## src/rtl/con_pkg.sv

```systemverilog
// con_pkg: condition-code encoding shared by the branch-condition evaluator.
package con_pkg;

    typedef logic [2:0] cond_t;

    localparam cond_t COND_ZR = 3'd0;
    localparam cond_t COND_NZ = 3'd1;
    localparam cond_t COND_PL = 3'd2;
    localparam cond_t COND_MI = 3'd3;
    localparam cond_t COND_EQ = 3'd4;
    localparam cond_t COND_NE = 3'd5;
    localparam cond_t COND_LT = 3'd6;
    localparam cond_t COND_AL = 3'd7;

endpackage

```

## src/rtl/sat_counter.sv

```systemverilog
// sat_counter: saturating up-counter with synchronous reset and clear.
module sat_counter #(
    parameter int WIDTH = 16
) (
    input  logic             clock,
    input  logic             clear,
    input  logic             clr,
    input  logic             inc,
    output logic [WIDTH-1:0] q
);

    always_ff @(posedge clock) begin
        if (clear || clr)
            q <= '0;
        else if (inc && !(&q))
            q <= q + 1'b1;
    end

endmodule

```

## src/rtl/con_eval_unit.sv

```systemverilog
// con_eval_unit: registered branch-condition evaluator with a reference operand
// and saturating evaluation/taken profiling counters.
module con_eval_unit
    import con_pkg::*;
#(
    parameter int DATA_WIDTH = 32,
    parameter int COND_BITS  = 3,
    parameter int CNT_WIDTH  = 16
) (
    input  logic                  clock,
    input  logic                  clear,
    input  logic                  CONin,
    input  logic                  REFin,
    input  logic [DATA_WIDTH-1:0] busIn,
    input  logic [COND_BITS-1:0]  IR_bits,
    input  logic                  cnt_clr,
    output logic                  CON_out,
    output logic                  con_valid,
    output logic [DATA_WIDTH-1:0] ref_q,
    output logic [CNT_WIDTH-1:0]  eval_count,
    output logic [CNT_WIDTH-1:0]  taken_count
);

    localparam int XW = COND_BITS + 3;

    logic [XW-1:0] ir_ext;
    logic          hi;
    cond_t         cond;
    logic          f;

    // Zero-extend so narrow condition fields decode and wide ones flag out-of-range codes.
    always_comb begin
        ir_ext = {3'b000, IR_bits};
        hi     = ir_ext > XW'(7);
        cond   = cond_t'(ir_ext[2:0]);
        f      = hi                ? 1'b0 :
                 cond == COND_ZR   ? busIn == '0 :
                 cond == COND_NZ   ? busIn != '0 :
                 cond == COND_PL   ? !busIn[DATA_WIDTH-1] :
                 cond == COND_MI   ? busIn[DATA_WIDTH-1] :
                 cond == COND_EQ   ? busIn == ref_q :
                 cond == COND_NE   ? busIn != ref_q :
                 cond == COND_LT   ? $signed(busIn) < $signed(ref_q) :
                 1'b1;
    end

    // The compare reads ref_q before this edge's REFin load takes effect.
    always_ff @(posedge clock) begin
        if (clear) begin
            CON_out   <= 1'b0;
            con_valid <= 1'b0;
            ref_q     <= '0;
        end else begin
            if (CONin)
                CON_out <= f;
            con_valid <= CONin;
            if (REFin)
                ref_q <= busIn;
        end
    end

    sat_counter #(.WIDTH(CNT_WIDTH)) u_eval (
        .clock (clock),
        .clear (clear),
        .clr   (cnt_clr),
        .inc   (CONin),
        .q     (eval_count)
    );

    sat_counter #(.WIDTH(CNT_WIDTH)) u_taken (
        .clock (clock),
        .clear (clear),
        .clr   (cnt_clr),
        .inc   (CONin && f),
        .q     (taken_count)
    );

endmodule

```

## config.mk

```make
export PLATFORM = sky130hd
export DESIGN_NAME = con_eval_unit
export DESIGN_NICKNAME = d
export VERILOG_FILES = /design/src/rtl/con_pkg.sv /design/src/rtl/sat_counter.sv /design/src/rtl/con_eval_unit.sv
export SDC_FILE = /design/constraint.sdc
export NUM_CORES = 1
export LEC_CHECK = 0
export BUFFER_PORTS_ARGS = -buffer_cell sky130_fd_sc_hd__buf_2
export CAP_MARGIN = 10
export CORE_MARGIN = 1.5
export CORE_UTILIZATION = 40
export DETAILED_ROUTE_END_ITERATION = 7
export PLACE_DENSITY = 0.7
export SLEW_MARGIN = 10
export SYNTH_ARGS = -nofsm -noshare
export SYNTH_HDL_FRONTEND = slang
export SYNTH_SLANG_ARGS = --single-unit
```

## constraint.sdc

```tcl
create_clock -name clock -period 3.22 [get_ports clock]
set_input_delay 0.483 -clock clock [delete_from_list [all_inputs] [get_ports clock]]
set_output_delay 0.483 -clock clock [all_outputs]
set_load 0.1 [all_outputs]
```

; ---- Word-level counts from Yosys, hierarchy flattened
; Index checks and enable logic that the tools add are counted.
[word_totals]
wordCells = 35
inputBits = 40
register_bits = 66
output_inout_bits = 66
[op_classes]
eq_ne = 8
n_reduce_logical = 12
order_cmp = 1
add_sub_neg = 2
mux = 7
[ops]
columns = cell, n
row1 = $add A16 B1 Y16 const B, 2
row2 = $eq A32 B32 Y1, 1
row3 = $logic_not A32 Y1, 1
row4 = $lt A32 B32 Y1, 1
row5 = $ne A32 B32 Y1, 1
row6 = $reduce_and A16 Y1, 2
row7 = $reduce_bool A32 Y1, 1
row8 = $eq A3 B3 Y1 const B, 3
row9 = $mux W1, 7
row10 = $eq A3 B2 Y1 const B, 2
row11 = $eq A3 B1 Y1 const B, 1
row12 = $logic_and A1 B1 Y1, 3
row13 = $logic_not A1 Y1, 3
row14 = $logic_not A3 Y1, 1
row15 = $logic_or A1 B1 Y1, 1

; ---- Depth between registers and ports, before layout
[logic_depth]
word_depth = 10
mapped_depth = 11
depth_no_buf = 9

; ---- Hierarchy
; From an unflattened synthesis, not the netlist that was laid out.
[unflattened]
hier_cells = 435
area_unflattened_um2 = 3842.4
[modules_own_cells]
columns = mod, area_each_um2, seq_area_each_um2, instances, cells_per_inst
row1 = con_eval_unit, 2213.4, 680.7, 1, 251
row2 = sat_counter, 814.5, 320.3, 2, 92

; ---- Least setup slack after synthesis
; No wires, ideal clock.
[synth_timing]
path_type = reg-to-reg
startpoint = register ref_q[15]
endpoint = register u_taken.q[13]
arrival_ps = 3023
setup_time_ps = 70
required_time_ps = 3150
synth_period_minus_slack_ps = 3093
stages_incl_launch_ff = 12
setup_slack_ps = 127
n_path_buf = 2
cell_sequence = dfxtp_1 > inv_1 > ha_1 > nand4_2 > nor4_4 > a31oi_1 > or4b_1 > nand4_2 > buf_6 > buf_8 > o31ai_1 > a21oi_1
[synth_between]
elab_chain_len = 10
[synth_lines]
columns = element, line
row1 = "start, declared", con_eval_unit.sv:19  ; output logic [DATA_WIDTH-1:0] ref_q,
row2 = "start signal, assigned", con_eval_unit.sv:58  ; ref_q <= busIn;
row3 = $lt A32 B32 Y1, con_eval_unit.sv:43  ; cond == COND_LT ? $signed(busIn) < $signed(ref_q) :
row4 = $mux W1, con_eval_unit.sv:43
row5 = $mux W1, con_eval_unit.sv:42  ; cond == COND_NE ? busIn != ref_q :
row6 = $mux W1 *, con_eval_unit.sv:41  ; cond == COND_EQ ? busIn == ref_q :
row7 = $mux W1 *, con_eval_unit.sv:40  ; cond == COND_MI ? busIn[DATA_WIDTH-1] :
row8 = $mux W1 *, con_eval_unit.sv:39  ; cond == COND_PL ? !busIn[DATA_WIDTH-1] :
row9 = $mux W1 *, con_eval_unit.sv:38  ; cond == COND_NZ ? busIn != '0 :
row10 = $mux W1 *, con_eval_unit.sv:37  ; cond == COND_ZR ? busIn == '0 :
row11 = $logic_and A1 B1 Y1 *, con_eval_unit.sv:74  ; .inc (CONin && f),
row12 = $logic_and A1 B1 Y1 *, sat_counter.sv:15  ; else if (inc && !(&q))
row13 = "end signal, assigned", sat_counter.sv:16  ; q <= q + 1'b1;
row14 = "end, declared", sat_counter.sv:9  ; output logic [WIDTH-1:0] q
; Mark *: on every way between the ends. The rest lies on a longest branch, timed or not.
; A chain may end at the register's enable or synchronous reset.

; ---- Worst setup path in the final report
[layout_timing]
startpoint = register ref_q[30]
endpoint = register u_taken.q[4]
; Same word-level chain as after synthesis.

==> results.sh <==
export IMPL_drc_errors=0
export IMPL_path_class="reg2reg"
export IMPL_status="finished, final reports clean"
export IMPL_synth_compound_area_frac=0.126
export IMPL_hold_viol=0
export IMPL_synthSimpleGateAreaFrac=0.235
export IMPL_cts_tree="done"
export IMPL_slew_viol_final=0
export IMPL_gp_congestion=0.873
export IMPL_final_common_cell="buf_2"
export IMPL_globalRouteOverflowTotal=0
export IMPL_drt_total_wl_um=9060
export IMPL_fp_dieW_um=101
export IMPL_cts_hold_buf=0
export IMPL_worstPathMaxFanout=29
export IMPL_synth_edff_count=0
export IMPL_grt_max_degree=39
export IMPL_grt_use_total=0.185
export IMPL_die_h_um=101
export IMPL_hold_class="in2reg"
export IMPL_reg2reg_slack_ns=0.58
export IMPL_drt_initial_drc_count=99
export IMPL_postCtsSetupBuffers=0
export IMPL_synth_fa_ha_area_frac=0.111
export IMPL_drive_gt1_frac=0.253
export IMPL_port_buffers=105
export IMPL_tns_ns=0
export IMPL_slowest_stage="or4_1"
export IMPL_max_stage_delay_ns=0.48
export IMPL_antenna_found_initial=0
export IMPL_cts_buffers=9
export IMPL_placed_cells=659
export IMPL_drv_cap=0
export IMPL_max_freq_ghz=0.378
export IMPL_end_kind="flop"
export IMPL_grt_pass1_vias=3307
export IMPL_antenna_cells=0
export IMPL_rsz0062_at_grt="no"
export IMPL_synth_flop_cell="dfxtp_1"
export IMPL_ant_nets=0
export IMPL_ir_worst_vdd_uv=289
export IMPL_crit_required_ns=3.48
export IMPL_vias_per_cell=5.20
export IMPL_ys_ff_latch=66
export IMPL_nNetsFinal=615
export IMPL_cp_common_cell="nand4_2"
export IMPL_power_density_nw_per_um2=475
export IMPL_route_detailed_wl_per_inst_um=13.4
export IMPL_leakage_nw=2.09
export IMPL_syn_nets=515
export IMPL_syn_area_um2=3830
export IMPL_synth_xor_area_frac=0.0251
export IMPL_hpwl_um=6980
export IMPL_cts_sinks=66
export IMPL_start_util=0.413
export IMPL_critPathArrivalTime_ns=2.91
export IMPL_postCtsResizedCells=0
export IMPL_area_delta_synth_final_pct=22.2
export IMPL_num_vias=3509
export IMPL_clk_path_buf_depth=2
export IMPL_first_pass_iters=4
export IMPL_core_area_um2=9280
export IMPL_fin_skew_ns=0.00727
export IMPL_synth_top_family_by_area="simple AND/OR/NAND/NOR gates"
export IMPL_grt_pass1_wl_um=15000
export IMPL_path_cells="inv_1 -> ha_1 -> nand4_2 -> nor4_4 -> nand4_1 -> or4b_1 -> nand4_2 -> buf_4 -> or4_1 -> a21oi_1"
export IMPL_std_cell_rows=35
export IMPL_yosysSeqAreaShare=0.345
export IMPL_muxShareOfSynthArea=0.0941
export IMPL_worst_setup_path_start_kind="flop"
export IMPL_synth_distinct_cells=54
export IMPL_setup_viol=0
export IMPL_htree_levels=3
export IMPL_tightest_slew_ns=0.932
export IMPL_num_io_pins=106
export IMPL_fin_crit_ns=2.64
export IMPL_avgSynthCellArea_um2=8.69
export IMPL_relSlewSlack=0.378
export IMPL_period_share=0.821
export IMPL_die_area_um2=10200
export IMPL_yosys_warnings=0
export IMPL_fin_cells=675
export IMPL_cts_root_buf="clkbuf_8"
export IMPL_layout_common_cells="buf_2, dfxtp_1, nor2_1, inv_1, mux2i_1"
export IMPL_insertion_delay_ns=0.34
export IMPL_postSynthCellCount=441
export IMPL_async_flop_share=0
export IMPL_clk_pin_slew_ns=0.08
-- power breakdown --
part / internal [W] / switching [W] / leakage (nW)
clock network: 0.000523 / 0.000356 / 0.124
registers: 0.000843 / 0.0000198 / 0.539
logic: 0.000126 / 0.000358 / 1.43
-- layer usage --
metal,up-vias,track usage,wire [µm]
met3,6,0.0548,608
met1,1607,0.225,4140
met4,0,0.0498,65
met5,-,0,0
li1,1796,-,-
met2,100,0.316,4250
-- kinds of logic (layout without fill, tap and decap cells) --
family                     after synthesis  count (layout)
muxes                                   36              36
and+or+nand+nor                        162             162
AOI/OAI and AO/OA                       76              76
DFF                                     66              66
adders and majority gates               34              34
xor gates and xnor gates                11              11
buffers and inverters                   56             161
-- flip-flops by register name, indices dropped and copies added, names as in the netlist --
name and cells:
ref_q 32, u_eval.q 16, u_taken.q 16, CON_out 1
con_valid 1
-- path summary, 6_finish.rpt --
kind / end / startpoint / cells past startpoint
worst max-delay path: u_taken.q[4]$_SDFFE_PP0P_ / ref_q[30]$_SDFFE_PP0P_ / 10
worst min register to register: u_taken.q[5]$_SDFFE_PP0P_ / u_taken.q[5]$_SDFFE_PP0P_ / 2
worst max register to register: u_taken.q[4]$_SDFFE_PP0P_ / ref_q[30]$_SDFFE_PP0P_ / 10
worst min-delay path: ref_q[8]$_SDFFE_PP0P_ / busIn[8] / 3
-- per-stage QoR --
stage          setup WS, ns  power [W]  area (µm²)  utilization  hold slack [ns]
6_report              0.577    0.00222        4680        0.504            0.415
3_3_place_gp          0.461    0.00136        4430        0.478            0.475
5_1_grt               0.362    0.00233        4680        0.504            0.412
4_1_cts               0.598    0.00225        4680        0.504            0.400
3_5_place_dp          0.379    0.00137        4430        0.478            0.485
2_1_floorplan         0.127    0.00126        3830            -            0.611
-- synth_stat cells, types with 7 or more instances --
master | n | share of area
o31ai_1 | 12 | 0.024
xor2_1 | 7 | 0.016
mux2i_1 | 36 | 0.094
clkbuf_1 | 9 | 0.0088
dfxtp_1 | 66 | 0.34
nor2_1 | 53 | 0.052
nand4_1 | 17 | 0.028
or3_1 | 8 | 0.013
nand2_1 | 21 | 0.021
nor4_1 | 9 | 0.015
a21oi_1 | 35 | 0.046
o21ai_0 | 9 | 0.012
inv_1 | 37 | 0.036
or4_1 | 11 | 0.022
ha_1 | 34 | 0.11
nand3_1 | 10 | 0.013
-- worst max-delay path, delay by kind of cell (launching register included) --
kind / cells / cell delay [ns]
compound gates: 1 / 0.18
fa+ha+maj: 1 / 0.30
simple gates: 6 / 1.42
buf+inv: 2 / 0.29
flops: 1 / 0.37
-- final cells by class --
class,instances,area [µm²]
fillers,938,4600
repair buffers,108,548
well taps,129,161
inverters,37,139
clock inverters,7,125
clock buffers,9,124
multi-input cells,319,2260
flip-flops and latches,66,1320
Power figures use the tool's default switching activity.
